File: config.mk
export PLATFORM = sky130hd
export DESIGN_NAME = clz_denorm
export DESIGN_NICKNAME = d
export VERILOG_FILES = /design/src/rtl/clz_denorm_pkg.sv /design/src/rtl/clz_denorm_stage.sv /design/src/rtl/clz_denorm.sv
export SDC_FILE = /design/constraint.sdc
export NUM_CORES = 1
export LEC_CHECK = 0
export BUFFER_PORTS_ARGS = -buffer_cell sky130_fd_sc_hd__buf_2
export CAP_MARGIN = 40
export CORE_AREA = 2 2 64 66
export CTS_BUF_LIST = sky130_fd_sc_hd__clkbuf_4 sky130_fd_sc_hd__clkbuf_8
export DETAILED_ROUTE_END_ITERATION = 10
export DIE_AREA = 0 0 66 68
export PLACE_DENSITY = 0.78
export SYNTH_ARGS = -nofsm -noshare
export SYNTH_HDL_FRONTEND = slang
export SYNTH_SLANG_ARGS = --single-unit
File: constraint.sdc
create_clock -name clk -period 1.85 [get_ports clk]
set_input_delay 0.2775 -clock clk [delete_from_list [all_inputs] [get_ports clk]]
set_output_delay 0.2775 -clock clk [all_outputs]
set_load 0.05 [all_outputs]
File: src/rtl/clz_denorm_pkg.sv
// Shared helpers for the clz denormalizer pipeline.
package clz_denorm_pkg;

  // Widest shift count the pipeline supports (ORDER = 6 -> 7 bits).
  localparam int unsigned MaxCountW = 7;

  // OR of count bits strictly below position n.
  function automatic logic any_below(input logic [MaxCountW-1:0] count, input int unsigned n);
    logic r;
    r = 1'b0;
    for (int unsigned i = 0; i < MaxCountW; i++) begin
      if (i < n) r = r | count[i];
    end
    return r;
  endfunction

endpackage

File: src/rtl/clz_denorm_stage.sv
// One registered denormalize stage: conditional right shift by SHIFT with valid/ready load.
// With SHIFT == W the shift zeroes the word and the stage also flags counts above W.
module clz_denorm_stage
  import clz_denorm_pkg::*;
#(
  parameter int unsigned W     = 8,
  parameter int unsigned SHIFT = 1,
  parameter int unsigned CW    = 4
) (
  input  logic          clk,
  input  logic          rst_n,
  input  logic          prev_valid,
  input  logic [W-1:0]  prev_data,
  input  logic [CW-1:0] prev_count,
  input  logic          prev_err,
  input  logic          next_load,
  output logic          load,
  output logic          valid,
  output logic [W-1:0]  data,
  output logic [CW-1:0] count,
  output logic          err
);

  localparam int unsigned Bit   = $clog2(SHIFT);
  localparam bit          Final = (SHIFT == W);

  logic          valid_q, err_q, err_d;
  logic [W-1:0]  data_q, data_d;
  logic [CW-1:0] count_q;

  assign load = !valid_q || next_load;

  always_comb begin
    data_d = prev_data;
    if (prev_count[Bit]) data_d = prev_data >> SHIFT;
    err_d = prev_err;
    if (Final) begin
      err_d = prev_err | (prev_count[Bit] & any_below(MaxCountW'(prev_count), Bit));
    end
  end

  always_ff @(posedge clk or negedge rst_n) begin
    if (!rst_n) begin
      valid_q <= 1'b0;
      data_q  <= '0;
      count_q <= '0;
      err_q   <= 1'b0;
    end else if (load) begin
      valid_q <= prev_valid;
      data_q  <= data_d;
      count_q <= prev_count;
      err_q   <= err_d;
    end
  end

  assign valid = valid_q;
  assign data  = data_q;
  assign count = count_q;
  assign err   = err_q;

endmodule

File: src/rtl/clz_denorm.sv
// Pipelined denormalizer: right-shifts a left-justified word by its leading-zero count.
// ORDER shift stages plus a final zero/err stage; ready chains combinationally from out_ready.
module clz_denorm
  import clz_denorm_pkg::*;
#(
  parameter int unsigned ORDER = 3,
  localparam int unsigned W    = 2 ** ORDER
) (
  input  logic           clk,
  input  logic           rst_n,
  input  logic           in_valid,
  output logic           in_ready,
  input  logic [W-1:0]   in_data,
  input  logic [ORDER:0] in_count,
  output logic           out_valid,
  input  logic           out_ready,
  output logic [W-1:0]   out_data,
  output logic           out_err
);

  localparam int unsigned NS = ORDER + 1;
  localparam int unsigned CW = ORDER + 1;

  logic          valid_c [NS+1];
  logic          load_c  [NS+1];
  logic          err_c   [NS+1];
  logic [W-1:0]  data_c  [NS+1];
  logic [CW-1:0] count_c [NS+1];
  logic          unused_count;

  assign valid_c[0] = in_valid;
  assign data_c[0]  = in_data;
  assign count_c[0] = in_count;
  assign err_c[0]   = 1'b0;
  assign load_c[NS] = out_ready;

  // Stage k shifts by 2**k; the last (k == ORDER) shifts by W, i.e. zeroes the word.
  for (genvar k = 0; k < NS; k++) begin : gen_stage
    clz_denorm_stage #(
      .W     (W),
      .SHIFT (2 ** k),
      .CW    (CW)
    ) u_stage (
      .clk        (clk),
      .rst_n      (rst_n),
      .prev_valid (valid_c[k]),
      .prev_data  (data_c[k]),
      .prev_count (count_c[k]),
      .prev_err   (err_c[k]),
      .next_load  (load_c[k+1]),
      .load       (load_c[k]),
      .valid      (valid_c[k+1]),
      .data       (data_c[k+1]),
      .count      (count_c[k+1]),
      .err        (err_c[k+1])
    );
  end

  assign in_ready     = load_c[0];
  assign out_valid    = valid_c[NS];
  assign out_data     = data_c[NS];
  assign out_err      = err_c[NS];
  assign unused_count = ^count_c[NS];

endmodule
==> key figures <==
Yosys
  • Post-synthesis net count: 215
  • Mux contribution to synthesized area: between 10 and 15%
  • #FFs+latches synth: 49
  • Parity-gate share of the synthesized area counting xor and xnor cells: 0%
  • Portion of the post-synthesis area used by sequential elements: 57.6%
  • Area of the mapped netlist: 2130 sq um
  • Synthesized instance count: 199
  • Synth cell types: 20
  • Dominant combinational cell family by area after synthesis: simple AND/OR/NAND/NOR gates
  • YS warnings: 0
  • Area fraction in and, or, nand and nor cells after synthesis: between 10% and 20%
  • Share of the synthesized area in compound gates (AO/OA/AOI/OAI): 5.11%
  • Mean instance size in the synthesized netlist: roughly 11 sq um
  • Synth Area in Adders: 0%

Pwr
  • Comb power frac: between 10% and 20%
  • VDD IR-drop max: between 0.0007 and 0.0008 V
  • Internal power component: 1.99 mW
  • Total power of the final layout: 2.80 mW
  • Switching Share: between 20% and 30%
  • Power density cells: 1170 nW/um^2
  • Sequential share of power: 49.6%
  • Static leakage: between 1 and 1.5 nW
  • Net Sw Power: 808 uW
  • Clock network fraction of total power: a little under a third

Critical path
  • CP max stage cell: sky130_fd_sc_hd__dfrtp_1
  • Buffers and inverters on the worst path: 2
  • Peak fanout along the critical path: 6
  • Max stage delay on crit path: 0.43 ns
  • R2R setup slack: 0.41 ns
  • Critical register-to-register path startpoint: gen_stage[3].u_stage.valid
  • Required time worst endpoint: 1.57 ns
  • Cell count of the worst reg-to-reg path: 4
  • Cell breakdown of the critical path: and4b_1 -> and2_1 -> inv_2 -> buf_4
  • WP data arrival: ~1.5 ns
  • Endpoint of the worst register-to-register path: gen_stage[0].u_stage.count[0]
  • Kind of critical path: flip-flop to primary output
  • Startpoint types: flip-flop
  • Element type at the critical path end: primary output
  • Category of cells accounting for the largest share of critical-path delay: flip-flops

Routing
  • Number of routed nets with antenna violations: 0
  • DR vias/cell: 5.04
  • Total wire length: ~3200 um
  • 1st-pass router iterations: 4
  • Iter 0 DRT Violations: 77
  • Average wire length per cell after detail routing: 12.1 um
  • Overall via count from detail_route: about 1400
  • Total DRC errors in the routed layout: 0

Die
  • FP Rows: 23
  • I/O pin total: 27
  • Starting Density: 55.2%
  • Die area: 4490 sq um
  • Height of the chip: 68 um
  • Horizontal die dimension: 66 um
  • Standard cell core area: 3860 sq um

Placement
  • Placed cell count: 259
  • Dpl ws: 0.362 ns
  • Half-perimeter wire length after detailed placement: 2370 um
  • Placed instance area: 2240 sq um
  • Number of I/O port buffers: 26
  • Final GP Congestion: 0.752

STA
  • Portion of the clock cycle consumed by the worst path in the final layout: 94.8%
  • Hold Vio Cnt, Final: 0
  • Final setup violation count: 0
  • Worst-case headroom to the max-slew limit: 59.9%
  • Worst hold slack after final layout: ~0.17 ns
  • Worst setup slack after layout: 0.0965 ns
  • Worst-case clock skew: 0.00688 ns
  • Shortest period the worst path allows: ~1.8 ns
  • Actual slew at the worst max-slew pin: approximately 0.6 ns
  • Unrepaired setup endpoints after global routing: false
  • Final-layout setup total negative slack: 0 ns
  • Final-report max-slew violation count: 0
  • Top achievable clock speed: roughly 570 MHz

Final layout
  • Sequential Area: 1230 sq um
  • # fillers: 333
  • Count of placed standard cells in the final layout, fillers left out: ~270
  • Total area of multi-input combinational cells: 787 sq um
  • Share of the core filled with cells in the final layout: 61.9%
  • Layout overhead on the synthesized area: 12.0%
  • Number of nets in the layout: 233
  • # diodes: 0
  • Layout cell share with drive strength beyond 1: 22.0%
  • Summed area of non-filler cells in the final layout: between 2000 and 2500 sq um

GRT
  • Maximum number of pins on one net before global-route repair: 30
  • Number of global-route vias before repair: 1331
  • Number of antenna violations at the first check in global routing: 0
  • First-pass GRT wire length: 5900 um
  • GRT Overall Usage: 17.5%
  • Gr ovfl total: 0

Run status
  • Outcome: finished, final reports clean

Run
  • Reported max-cap violation count: 0

Min path
  • Worst Hold Path Cells: 2
  • Startpoint of the worst hold path: in_valid
  • Hold-critical path endpoint: gen_stage[0].u_stage.valid
  • Min-delay worst type: primary input to flip-flop

Clock tree
  • Number of buffers created by CTS: 5
  • Clock slew seen by the registers of the worst setup and hold paths: around 0.080 ns
  • H-tree depth reported by CTS: 2
  • TritonCTS clock tree: built
  • CTS root buf: sky130_fd_sc_hd__clkbuf_8
  • Clock insertion delay at the later pin of the skew report: 0.30 ns
  • # Post-CTS Setup Buffers: 0
  • Clock Tree Buf Depth: 2
  • Sinks on the clock net: between 40 and 50
sequential cells by signal, indices dropped and copies added, names as in the netlist:
signal and count:
gen_stage.u_stage.err 1, gen_stage.u_stage.data 32, gen_stage.u_stage.count 12, gen_stage.u_stage.valid 4
how the worst max path moves through the flow:
stage,start,to,slack [ns],cells after the start
detailed placement,gen_stage[3].u_stage.valid,in_ready,0.36,4
global route,gen_stage[3].u_stage.valid,in_ready,0.006,4
CTS,gen_stage[3].u_stage.valid,in_ready,0.02,4
floorplan,gen_stage[3].u_stage.valid,gen_stage[0].u_stage.count[1],0.007,5
global placement,out_ready,gen_stage[0].u_stage.count[0],0.37,5
finish,gen_stage[3].u_stage.valid,in_ready,0.1,4
cell usage after synthesis (all sizes together):
master	instances	share of area [%]
nor2b	1	0.29
and2	1	0.29
clkbuf	6	1.1
o21ai	20	4.7
o311ai	1	0.41
buf	14	4.2
or2	1	0.29
nand2	50	8.8
nand2b	7	2.1
mux2	8	4.8
nand3b	13	4.6
nand3	8	1.9
and4b	1	0.47
inv	1	0.18
dfrtp	49	58
mux2i	17	8.0
and3b	1	0.41
placed cells by master (no fill, tap or decap), drive strengths merged, types with 2 or more instances in the layout:
| master | netlist | routed |
|---|---|---|
| nand2 | 50 | 50 |
| dfrtp | 49 | 49 |
| o21ai | 20 | 20 |
| mux2 | 8 | 8 |
| buf | 14 | 30 |
| mux2i | 17 | 17 |
| clkbuf | 6 | 5 |
| bufinv | 0 | 2 |
| nand2b | 7 | 7 |
| nand3 | 8 | 8 |
| nand3b | 13 | 13 |
worst reg2reg max path: cells and delay by family, from the launching register on:
| kind | cells | cell delay, ns |
|---|---|---|
| muxes | 1 | 0.33 |
| buffers and inverters | 1 | 0.16 |
| and+or+nand+nor | 2 | 0.43 |
| DFF | 1 | 0.42 |
logic make-up after synthesis:
group / count (synthesis)
AND/OR/NAND/NOR: 83
flip-flops: 49
multiplexers: 25
AO/OA/AOI/OAI: 21
buffers and inverters: 21
layout make-up:
class,count,share of cell area (%)
Clock buffer,5,2.88
Clock inverter,3,2.73
Inverter,1,0.157
Multi-Input combinational cell,129,33.0
Sequential cell,49,51.4
Tap cell,50,2.62
Timing Repair Buffer,31,7.24
power by group through the flow:
stage	logic [mW]	registers, mW	clock network (mW)
3_3_place_gp	0.531	1.40	0
5_1_grt	0.601	1.42	0.933
2_1_floorplan	0.463	1.39	0
3_5_place_dp	0.541	1.41	0
6_report	0.538	1.39	0.874
4_1_cts	0.547	1.39	0.892
repair_timing:
action,4_1_cts,5_1_grt
endpoints found under the setup margin,0,1
gates resized for setup,0,2
hold endpoints to repair,21,0
hold buffers,1,0
layer usage:
metal / track usage (%) / vias up / part of all wire, %
li1: - / 691 / -
met3: 3.95 / 5 / 3.9
met5: 0 / - / 0
met1: 20.6 / 628 / 46
met4: 7.65 / 0 / 1.5
met2: 30.8 / 27 / 49
Power figures use the tool's default switching activity.
